==> src/rtl/led_key_ctrl.sv <==
// LED pattern generator with debounced mode keys.
// Two keys step the mode; a prescaler paces the pattern.
module led_key_ctrl #(
  parameter int NUM_LEDS       = 4,
  parameter int DEBOUNCE_CYC   = 8192,
  parameter int TICK_CYC       = 33554432,
  parameter int LED_ACTIVE_LOW = 0
) (
  input  logic                clk_50m,
  input  logic                rst,
  input  logic [1:0]          key,
  input  logic [1:0]          speed,
  input  logic                enable,
  output logic [NUM_LEDS-1:0] led,
  output logic [1:0]          mode,
  output logic                heartbeat,
  output logic [1:0]          key_evt
);

  localparam int DW = $clog2(DEBOUNCE_CYC + 1);
  localparam int CW = $clog2(TICK_CYC + 1);
  localparam int PW = $clog2(NUM_LEDS);
  localparam logic [DW-1:0] DEB_MAX = DW'(DEBOUNCE_CYC);
  localparam logic [CW-1:0] TICK_P = CW'(TICK_CYC);
  localparam logic [PW-1:0] POS_TOP = PW'(NUM_LEDS - 1);
  localparam logic [NUM_LEDS-1:0] LED_MASK =
    (LED_ACTIVE_LOW != 0) ? '1 : '0;

  typedef enum logic [1:0] {
    M_BLINK   = 2'd0,
    M_SHIFT_L = 2'd1,
    M_SHIFT_R = 2'd2,
    M_BOUNCE  = 2'd3
  } mode_t;

  logic [1:0]          r_sync1;
  logic [1:0]          r_sync2;
  logic [DW-1:0]       r_dcnt [2];
  logic [1:0]          w_deb;
  logic [1:0]          r_deb_q;
  logic [1:0]          r_deb_qq;
  logic [1:0]          r_evt;
  mode_t               r_mode;
  mode_t               w_mode_nxt;
  logic                w_mode_chg;
  logic [CW-1:0]       w_shift;
  logic [CW-1:0]       w_per;
  logic [CW-1:0]       r_pre;
  logic                w_tick;
  logic                r_hb;
  logic [PW-1:0]       r_pos;
  logic                r_phase;
  logic                r_up;
  logic [NUM_LEDS-1:0] w_pat;
  logic [NUM_LEDS-1:0] r_led;

  // two-flop synchroniser on the raw buttons
  always_ff @(posedge clk_50m) begin
    if (rst) begin
      r_sync1 <= '0;
      r_sync2 <= '0;
    end else begin
      r_sync1 <= key;
      r_sync2 <= r_sync1;
    end
  end

  // saturating stable-high counters, cleared by any low sample
  always_ff @(posedge clk_50m) begin
    if (rst) begin
      r_dcnt[0] <= '0;
      r_dcnt[1] <= '0;
    end else begin
      for (int i = 0; i < 2; i++) begin
        if (!r_sync2[i])
          r_dcnt[i] <= '0;
        else if (r_dcnt[i] != DEB_MAX)
          r_dcnt[i] <= r_dcnt[i] + DW'(1);
      end
    end
  end

  assign w_deb = {r_dcnt[1] == DEB_MAX, r_dcnt[0] == DEB_MAX};

  // rising-edge detect of the debounced keys into one-cycle events
  always_ff @(posedge clk_50m) begin
    if (rst) begin
      r_deb_q  <= '0;
      r_deb_qq <= '0;
      r_evt    <= '0;
    end else begin
      r_deb_q  <= w_deb;
      r_deb_qq <= r_deb_q;
      r_evt    <= r_deb_q & ~r_deb_qq;
    end
  end

  // mode state register
  always_ff @(posedge clk_50m) begin
    if (rst) r_mode <= M_BLINK;
    else     r_mode <= w_mode_nxt;
  end

  // next mode: up on key 0, down on key 1, both cancel
  always_comb begin
    w_mode_nxt = r_mode;
    w_mode_chg = 1'b0;
    unique case (1'b1)
      (r_evt == 2'b01): begin
        w_mode_nxt = mode_t'(r_mode + 2'd1);
        w_mode_chg = 1'b1;
      end
      (r_evt == 2'b10): begin
        w_mode_nxt = mode_t'(r_mode - 2'd1);
        w_mode_chg = 1'b1;
      end
      default: ;
    endcase
  end

  // step period, floored at two cycles; wrap when at or past the end
  always_comb begin
    w_shift = TICK_P >> speed;
    w_per   = (w_shift < CW'(2)) ? CW'(2) : w_shift;
    w_tick  = enable && (r_pre >= w_per - CW'(1));
  end

  // prescaler, restarted by a mode change
  always_ff @(posedge clk_50m) begin
    if (rst)
      r_pre <= '0;
    else if (w_mode_chg || w_tick)
      r_pre <= '0;
    else if (enable)
      r_pre <= r_pre + CW'(1);
  end

  // heartbeat flips on every step
  always_ff @(posedge clk_50m) begin
    if (rst)         r_hb <= 1'b0;
    else if (w_tick) r_hb <= ~r_hb;
  end

  // pattern position, phase and bounce direction
  always_ff @(posedge clk_50m) begin
    if (rst) begin
      r_pos   <= '0;
      r_phase <= 1'b0;
      r_up    <= 1'b1;
    end else if (w_mode_chg) begin
      r_pos   <= (w_mode_nxt == M_SHIFT_R) ? POS_TOP : '0;
      r_phase <= 1'b0;
      r_up    <= 1'b1;
    end else if (w_tick) begin
      unique case (r_mode)
        M_BLINK:   r_phase <= ~r_phase;
        M_SHIFT_L: r_pos <= (r_pos == POS_TOP) ? '0 : r_pos + PW'(1);
        M_SHIFT_R: r_pos <= (r_pos == '0) ? POS_TOP : r_pos - PW'(1);
        M_BOUNCE: begin
          if (r_up) begin
            if (r_pos == POS_TOP) begin
              r_up  <= 1'b0;
              r_pos <= r_pos - PW'(1);
            end else begin
              r_pos <= r_pos + PW'(1);
            end
          end else begin
            if (r_pos == '0) begin
              r_up  <= 1'b1;
              r_pos <= r_pos + PW'(1);
            end else begin
              r_pos <= r_pos - PW'(1);
            end
          end
        end
      endcase
    end
  end

  // led image of the current state
  always_comb begin
    w_pat = '0;
    if (r_mode == M_BLINK) w_pat = {NUM_LEDS{r_phase}};
    else                   w_pat = NUM_LEDS'(1) << r_pos;
  end

  // registered led output with polarity applied
  always_ff @(posedge clk_50m) begin
    if (rst) r_led <= LED_MASK;
    else     r_led <= w_pat ^ LED_MASK;
  end

  assign led       = r_led;
  assign mode      = r_mode;
  assign heartbeat = r_hb;
  assign key_evt   = r_evt;

endmodule

==> config.mk <==
export PLATFORM = sky130hd
export DESIGN_NAME = led_key_ctrl
export DESIGN_NICKNAME = d
export VERILOG_FILES = /design/src/rtl/led_key_ctrl.sv
export SDC_FILE = /design/constraint.sdc
export NUM_CORES = 1
export LEC_CHECK = 0
export ABC_AREA = 1
export ABC_CLOCK_PERIOD_IN_PS = 3500
export CORE_MARGIN = 8
export CORE_UTILIZATION = 30
export DETAILED_ROUTE_END_ITERATION = 10
export GPL_TIMING_DRIVEN = 0
export PLACE_DENSITY_LB_ADDON = 0.05
export RECOVER_POWER = 25
export SETUP_SLACK_MARGIN = 0.15
export SKIP_LAST_GASP = 1
export SLEW_MARGIN = 20
export SYNTH_ARGS = -nofsm -noshare
export SYNTH_HDL_FRONTEND = slang
export SYNTH_SLANG_ARGS = --single-unit
export TNS_END_PERCENT = 100
==> constraint.sdc <==
create_clock -name clk_50m -period 3.5 [get_ports clk_50m]
set_input_delay 0.7 -clock clk_50m [delete_from_list [all_inputs] [get_ports clk_50m]]
set_output_delay 0.7 -clock clk_50m [all_outputs]
set_load 0.01 [all_outputs]
==> Word-level counts from Yosys, hierarchy flattened <==
Memories as Yosys holds them, arrays and structs flattened.
Index checks and enable logic that the tools add are counted.
{ "op_classes": {"add_sub_neg": 8, "mux": 36, "reduce_logical": 12, "n_eq_ne": 11, "shifts": 2, "order_cmp": 2, "bitwise": 8} }
{ "op_table": {"columns": ["cell", "n"], "rows": [
  ["$mux W14", 4],
  ["$add A14 B1 Y14 const B", 2],
  ["$eq A14 B14 Y1 const B", 2],
  ["$ne A14 B14 Y1 const B", 2],
  ["$add A26 B1 Y26 const B", 1],
  ["$ge A26 B26 Y1", 1],
  ["$lt A26 B2 Y1 const B", 1],
  ["$mux W26", 1],
  ["$shr A26 B2 Y26 const A", 1],
  ["$sub A26 B1 Y26 const B", 1],
  ["$mux W1", 20],
  ["$mux W2", 8],
  ["$eq A2 B2 Y1 const B", 5],
  ["$pmux W2 S3", 1],
  ["$reduce_and A2 Y1", 3],
  ["$reduce_or A2 Y1", 3],
  ["$add A2 B1 Y2 const B", 2],
  ["$eq A2 B1 Y1 const B", 2],
  ["$logic_not A2 Y1", 2],
  ["$mux W4", 1],
  ["$or A1 B1 Y1", 4],
  ["$pmux W2 S2", 1],
  ["$reduce_bool A4 Y1", 1],
  ["$shl A1 B2 Y4 const A", 1],
  ["other kinds (7)", 9]
]} }
{ "totals": {"n_memories": 1, "word_cells": 92, "regBits": 47, "ram_bits": 28, "output_inout_bits": 9, "in_bits": 7} }
{ "mem_list": {"columns": ["name", "depth", "word_bits", "rd", "rd_clocked_by_memory_dff", "wr", "line", "rtl"], "rows": [
  ["r_dcnt", 2, 14, 2, 0, 2, "38", "logic [DW-1:0] r_dcnt [2];"]
]} }

==> Logic depth before layout (Yosys ltp) <==
Gate-level depths: netlist of the first run.
{ "depth": {"ltp_word": 8, "depth_mapped": 14, "ltp_nobuf": 14} }

==> Least setup slack after synthesis of the first run <==
No wires, ideal clock.
{ "synth_path": {"path_type": "input port to flip-flop", "startpoint": "input speed[0]", "endpoint": "register r_pre[20]", "t_required_ns": 3.385, "arrival_time_ns": 2.096, "setup_time_ns": 0.115, "setup_slack_ns": 1.290, "stages": 12, "path_buffers": 1, "cell_sequence": "or2_2 -> ha_1 -> nand2_1 -> nor2_1 -> nand2_1 -> nor2_1 -> nand2_1 -> nand2_1 -> nand2_2 -> nand3_4 -> buf_6 -> nor2_1"} }
{ "synth_between": {"elab_chain_len": 8} }
{ "synth_lines": {"columns": ["element", "line", "rtl"], "rows": [
  ["start, declared", "12", "input logic [1:0] speed,"],
  ["$shr A26 B2 Y26 *", "123", "w_shift = TICK_P >> speed;"],
  ["$lt A26 B2 Y1", "124", "w_per = (w_shift < CW'(2)) ? CW'(2) : w_shift;"],
  ["$mux W26 *", "124", null],
  ["$sub A26 B1 Y26 *", "125", "w_tick = enable && (r_pre >= w_per - CW'(1));"],
  ["$ge A26 B26 Y1 *", "125", null],
  ["$logic_and A1 B1 Y1 *", "125", null],
  ["$logic_or A1 B1 Y1 *", "132", "else if (w_mode_chg || w_tick)"],
  ["$reduce_or A2 Y1 (no source line) *", null, null],
  ["end signal, assigned", "135", "r_pre <= r_pre + CW'(1);"],
  ["end, declared", "48", "logic [CW-1:0] r_pre;"]
]} }
Mark *: on every way between the ends. The rest lies on a longest branch, timed or not.
A chain may end at the register's enable or synchronous reset.

==> Final worst setup path of the first run <==
{ "layout_path": {"startpoint": "input speed[1]", "endpoint": "register r_pre[18]"} }
Same word-level chain as after synthesis.

==> results of run 1 <==
-- worst reg2reg max path: cells and delay by family (launching register included) --
family          cells  cell delay (ps)
simple gates        3              760
flops               1              470
compound gates      1              100
buf+inv             1              440
-- power breakdown --
part | total, mW | switching (mW) | internal, mW | leakage (nW)
clock network | 0.936 | 0.384 | 0.552 | 0.135
registers | 0.906 | 0.00342 | 0.903 | 0.725
logic | 0.0420 | 0.0268 | 0.0152 | 1.00
-- per-layer routing --
layer	part of all wire (%)	up-vias	track usage, %
li1	-	1709	-
met1	51	1419	13.00
met2	44	27	15.92
met3	2.4	14	1.883
met4	2.7	0	6.425
met5	0	-	0
-- stage by stage --
step                cells  setup WS [ps]  total power, mW  utilization, %
floorplan             516           1290           0.9529               -
global placement      709          538.2           0.9684           33.10
detailed placement    709          545.8           0.9685           33.10
CTS                   725          891.6            1.915           35.25
global route          725          751.7            1.949           35.22
finish                725          909.8            1.884           35.22
-- logic make-up after synthesis --
family | count (synthesis)
AND/OR/NAND/NOR | 265
buffers and inverters | 75
flip-flops | 75
AO/OA/AOI/OAI | 42
adder cells (fa/ha/maj) | 29
XOR/XNOR | 20
other | 1
-- synthesized netlist by cell type (all sizes together) --
| cell type | n | area, µm² |
|---|---|---|
| a21oi | 29 | 156.4 |
| a31oi | 1 | 6.260 |
| buf | 6 | 43.79 |
| clkbuf | 2 | 7.510 |
| conb | 1 | 3.750 |
| dfxtp | 47 | 940.9 |
| edfxtp | 28 | 840.8 |
| ha | 29 | 362.9 |
| inv | 67 | 251.5 |
| nand2 | 99 | 384.1 |
| nand3 | 28 | 167.7 |
| nand3b | 1 | 7.510 |
| nand4 | 16 | 100.1 |
| nor2 | 77 | 324.1 |
| nor3 | 21 | 142.6 |
| nor3b | 14 | 110.1 |
| nor4 | 3 | 18.77 |
| o211ai | 2 | 15.01 |
| o21ai | 8 | 40.03 |
| o21bai | 2 | 15.01 |
| or2 | 5 | 31.28 |
| or3 | 1 | 6.260 |
| xnor2 | 7 | 61.31 |
| xor2 | 13 | 113.9 |
-- cell type report --
cell class                 count  area, µm²
buffer                         8      50.05
clock buffer                  10      229.0
clock inverter                 6      66.31
fill                        1462       8887
inverter                      67      251.5
multi-input combinational    366       2098
sequential                    75       1782
tap                          180      225.2
timing repair buffer          13      130.1
-- flip-flops by register name (all words and copies together), names as in the netlist --
name,cells
r_pos,2
r_up,1
r_pre,26
r_deb_qq,2
r_dcnt,28
led,4
r_sync2,2
r_deb_q,2
r_sync1,2
heartbeat,1
mode,2
key_evt,2
r_phase,1
-- final timing paths --
kind | slack [ps] | cells past startpoint | to | from
setup / recovery | 910 | 13 | r_pre[18] | speed[1]
hold reg to reg | 390 | 1 | key_evt[1] | r_deb_qq[1]
hold / removal | 390 | 1 | key_evt[1] | r_deb_qq[1]
setup reg to reg | 1450 | 5 | r_dcnt[0][9] | r_dcnt[0][5]
==> impl_metrics.csv, run 1 <==
group,metric,value,unit
placed_design,dp_hpwl,6401,µm
yosys,syn_inst,507,
timing,setup_tns,0,ps
yosys,syn_avg_cell_area,8.188,µm²
cells_and_area,drive_above_1_share,9.174,%
placed_design,placed_cell_area,4541,µm²
yosys,syn_area,4151,µm²
setup_path,cp_slowest_cell,"clkdlybuf4s50_1",
routing,ant_nets,0,
setup_path,path_max_fanout,10,
timing,max-slew-margin-rel,56.65,%
cts,post-cts-setup-buffers,0,
timing,worst_pin_slew,648.6,ps
hold_path,hp-class,"reg2reg",
floorplanning,dieHeight,133.6,µm
yosys,synth-seq-cells,75,
timing,max_freq,386.1,MHz
cts,cts_hold_buf,0,
floorplanning,rows,43,
timing,fin_crit_sh,74.01,%
cts,root_buffer,"clkbuf_16",
routing,drt-wirelength-per-cell,11.86,µm
timing,hold_slack,389.6,ps
setup_path,crit_path_start_kind,"input port",
routing,viasPerCell,4.371,
grt,grt_pass1_vias,3078,
power,power.density,389.9,nW/µm²
timing,skew,7.717,ps
cts,cts_max_level,3,
power,leakagePower,1.860,nW
yosys,synth_top_family_by_area,"simple AND/OR/NAND/NOR gates",
run_status,status,"finished, final reports clean",
timing,fin_crit,2590,ps
cts,cts_max_path_buffers,2,
setup_path,crit_buf_inv,2,
cts,clock_sinks,75,
yosys,ys_warn_count,0,
power,vdd_drop_max,0.0001706,V
cts,post_cts_resized,0,
grt,grt-ovfl-total,0,
cts,cts_made_buffers,9,
cells_and_area,syn_to_final_growth,16.40,%
yosys,synth-compound-area-share,5.606,%
routing,dr.pass1.iters,4,
yosys,synth-simple-area-share,31.13,%
setup_path,arrival,2820,ps
cts,clkTransAtPathRegs,60,ps
routing,drt_iter0_drc,133,
setup_path,cpMostUsedCell,"nand2_1",
floorplanning,ios,16,
floorplanning,chipWidth,133.6,µm
grt,grt_max_degree,15,
cells_and_area,insertedDiodeCount,0,
placed_design,io_buffers,13,
routing,finalWirelength,8601,µm
yosys,yosysUniqueCellTypes,39,
timing,slew_violations,0,
setup_path,critical_path.top_delay_family,"simple AND/OR/NAND/NOR gates",
placed_design,place_congestion,0.7725,
yosys,synth_xor_xnor_area_share,4.219,%
grt,grt_first_pass_wirelength,14630,µm
yosys,synth_fa_ha_area_share,8.740,%
cts,cts_tree,"built",
cts,clock_latency,340,ps
cells_and_area,final_common_cell,"nand2_1",
yosys,ys_seq_area_share,42.92,%
floorplanning,coreArea,13720,µm²
setup_path,worst_ep_required_time,3730,ps
grt,antenna_found_initial,0,
yosys,muxShareOfSynthArea,0,%
flow_run,drv_cap,0,
timing,finalHoldViolations,0,
cells_and_area,stdcell_area,4832,µm²
timing,rsz0062_at_grt,"no",
cells_and_area,final_nets,576,
setup_path,cp_cell_sequence,"clkdlybuf4s50_1 > or2_2 > ha_1 > nand2_1 > nor2_1 > nand2_1 > nor2_1 > nand2_1 > nand2_1 > nand2_2 > nand3_4 > buf_6 > nor2_1",
routing,num_vias,3169,
routing,drcViolationCount,0,
setup_path,endpoint_kind,"register",
cells_and_area,final_cell_mix,"nand2_1 (94), nor2_1 (70), inv_1 (65)",
setup_path,criticalPathCategory,"in2reg",
floorplanning,start_util,30.26,%
setup_path,cpPeakStageDelay,440,ps
timing,setup_viol,0,
floorplanning,die_area,17860,µm²
grt,grtUsageTotal,10.29,%
Power figures use the tool's default switching activity.
==> run 2, diff against run 1 <==
--- a/config.mk
+++ b/config.mk
@@ -6,7 +6,7 @@
 export NUM_CORES = 1
 export LEC_CHECK = 0
 export ABC_AREA = 1
-export ABC_CLOCK_PERIOD_IN_PS = 3500
+export ABC_CLOCK_PERIOD_IN_PS = 2150
 export CORE_MARGIN = 8
 export CORE_UTILIZATION = 30
 export DETAILED_ROUTE_END_ITERATION = 10
==> constraint.sdc (replaced) <==
create_clock -name clk_50m -period 2.15 [get_ports clk_50m]
set_input_delay 0.43 -clock clk_50m [delete_from_list [all_inputs] [get_ports clk_50m]]
set_output_delay 0.43 -clock clk_50m [all_outputs]
set_load 0.01 [all_outputs]
==> run 2 against run 1 <==
  * Power rose by 65%
  * Global-route usage rose by 0.25 points
  * Design area rose by 7.2%
  * First-iteration DRC count fell by 8.3%
  * Worst hold slack barely moved
  * Flip-flop and latch count did not move
  * Final cell count rose by 2.1%
  * Setup slack got worse by 660 ps
  * Critical path depth did not move
  * Count of clock-buffer cells in the layout did not move
  * Clock power rose by 62%
  * Combinational power rose to 2.6 times the previous value
==> impl_metrics.csv, run 2 (synthesized netlist as in run 1, its figures left out) <==
group,metric,value,unit
run_status,status,"finished, final reports clean",
power,leakagePower,2.016,nW
floorplanning,coreArea,13720,µm²
setup_path,cpPeakStageDelay,250,ps
setup_path,path_max_fanout,5,
grt,grt-ovfl-total,0,
grt,grt_pass1_vias,3148,
setup_path,cp_cell_sequence,"buf_6 > or2_4 > ha_4 > or2_0 > a21oi_1 > nand2_1 > a21oi_2 > nand2_2 > nand2_4 > nand3_4 > buf_12 > buf_16 > a21oi_4",
timing,skew,6.938,ps
timing,slew_violations,0,
grt,grtUsageTotal,10.54,%
setup_path,criticalPathCategory,"in2reg",
timing,finalHoldViolations,0,
cts,clkTransAtPathRegs,60,ps
timing,rsz0062_at_grt,"yes",
floorplanning,rows,43,
placed_design,place_congestion,0.7725,
cells_and_area,syn_to_final_growth,24.80,%
floorplanning,dieHeight,133.6,µm
cts,cts_max_level,3,
cts,cts_tree,"built",
routing,viasPerCell,4.422,
setup_path,arrival,2170,ps
power,power.density,599.0,nW/µm²
cells_and_area,stdcell_area,5181,µm²
cts,clock_latency,340,ps
routing,dr.pass1.iters,4,
floorplanning,chipWidth,133.6,µm
cts,cts_made_buffers,9,
routing,num_vias,3272,
placed_design,dp_hpwl,6401,µm
timing,fin_crit,1900,ps
cells_and_area,regMostFlops,"r_dcnt",
cells_and_area,insertedDiodeCount,0,
floorplanning,die_area,17860,µm²
cts,clock_sinks,75,
cells_and_area,drive_above_1_share,17.32,%
placed_design,placed_cell_area,4541,µm²
cells_and_area,final_cell_mix,"nand2_1 (91), inv_1 (65), nor2_1 (53)",
timing,setup_viol,0,
cts,cts_max_path_buffers,2,
timing,max_freq,526.3,MHz
floorplanning,ios,16,
setup_path,crit_path_start_kind,"input port",
placed_design,io_buffers,13,
cells_and_area,final_nets,591,
setup_path,endpoint_kind,"register",
setup_path,worst_ep_required_time,2420,ps
setup_path,cp_slowest_cell,"or2_4",
cells_and_area,largest_register_ffs,28,
timing,hold_slack,389.4,ps
routing,finalWirelength,9057,µm
routing,drt_iter0_drc,122,
cells_and_area,fillers,1457,
timing,fin_crit_sh,88.37,%
grt,grt_first_pass_wirelength,14990,µm
placed_design,placed_cells,709,
grt,antenna_found_initial,0,
hold_path,hp-class,"reg2reg",
floorplanning,start_util,30.26,%
routing,drcViolationCount,0,
cells_and_area,final_common_cell,"nand2_1",
flow_run,drv_cap,0,
grt,grt_max_degree,15,
cells_and_area,final_cells,740,
routing,ant_nets,0,
power,vdd_drop_max,0.0002805,V
routing,drt-wirelength-per-cell,12.24,µm
cts,root_buffer,"clkbuf_16",
power,p_total,3.104,mW
cts,cts_hold_buf,0,
## run 2: power by group
group	leakage [nW]	switching, mW	internal [mW]
combinational	1.16	0.0582	0.0528
sequential	0.725	0.00617	1.47
clock	0.135	0.618	0.899
## run 2: worst paths after layout
check	startpoint	to	cells past startpoint	slack (ps)
setup / recovery	speed[0]	r_pre[17]	13	250
hold / removal	r_deb_qq[1]	key_evt[1]	1	390
setup reg to reg	key_evt[0]	r_pos[1]	10	280
hold reg to reg	r_deb_qq[1]	key_evt[1]	1	390
## run 2: layout make-up
cell class / instances / area (µm²) / share of cell area [%]
inverters: 67 / 251.5 / 4.854
flip-flops and latches: 75 / 1783 / 34.41
plain buffers: 8 / 68.82 / 1.328
clock buffers: 10 / 229.0 / 4.419
repair buffers: 28 / 306.5 / 5.916
clock inverters: 6 / 66.31 / 1.280
well taps: 180 / 225.2 / 4.347
multi-input cells: 366 / 2251 / 43.44
## run 2: what timing repair did
action / CTS / global route
pin swaps: 5 / 10
gates cloned: 1 / 1
resized for setup: 18 / 41
setup buffers: 10 / 3
setup endpoints to repair: 44 / 75
## run 2: through the flow
| step | setup TNS [ps] | util, % | worst slack (ps) |
|---|---|---|---|
| global placement | -14810 | 33.10 | -541.8 |
| detailed placement | -14900 | 33.10 | -534.2 |
| CTS | 0 | 36.32 | 151.9 |
| global route | 0 | 37.77 | 92.16 |
| finish | 0 | 37.77 | 250.0 |
| floorplan | 0 | - | 209.6 |
## run 2: metal layers
layer / wire length (µm) / vias up / part of all wire (%) / GRT usage (%)
met2: 4106 / 22 / 45 / 16.42
li1: - / 1741 / - / -
met3: 198 / 14 / 2.2 / 1.883
met1: 4516 / 1495 / 50 / 13.30
met4: 235 / 0 / 2.6 / 6.425
met5: 0 / - / 0 / 0
## run 2: worst max-delay path, delay by kind of cell
family / cells / cell delay, ps
compound gates: 3 / 370
fa+ha+maj: 1 / 150
buf+inv: 3 / 390
simple gates: 6 / 830
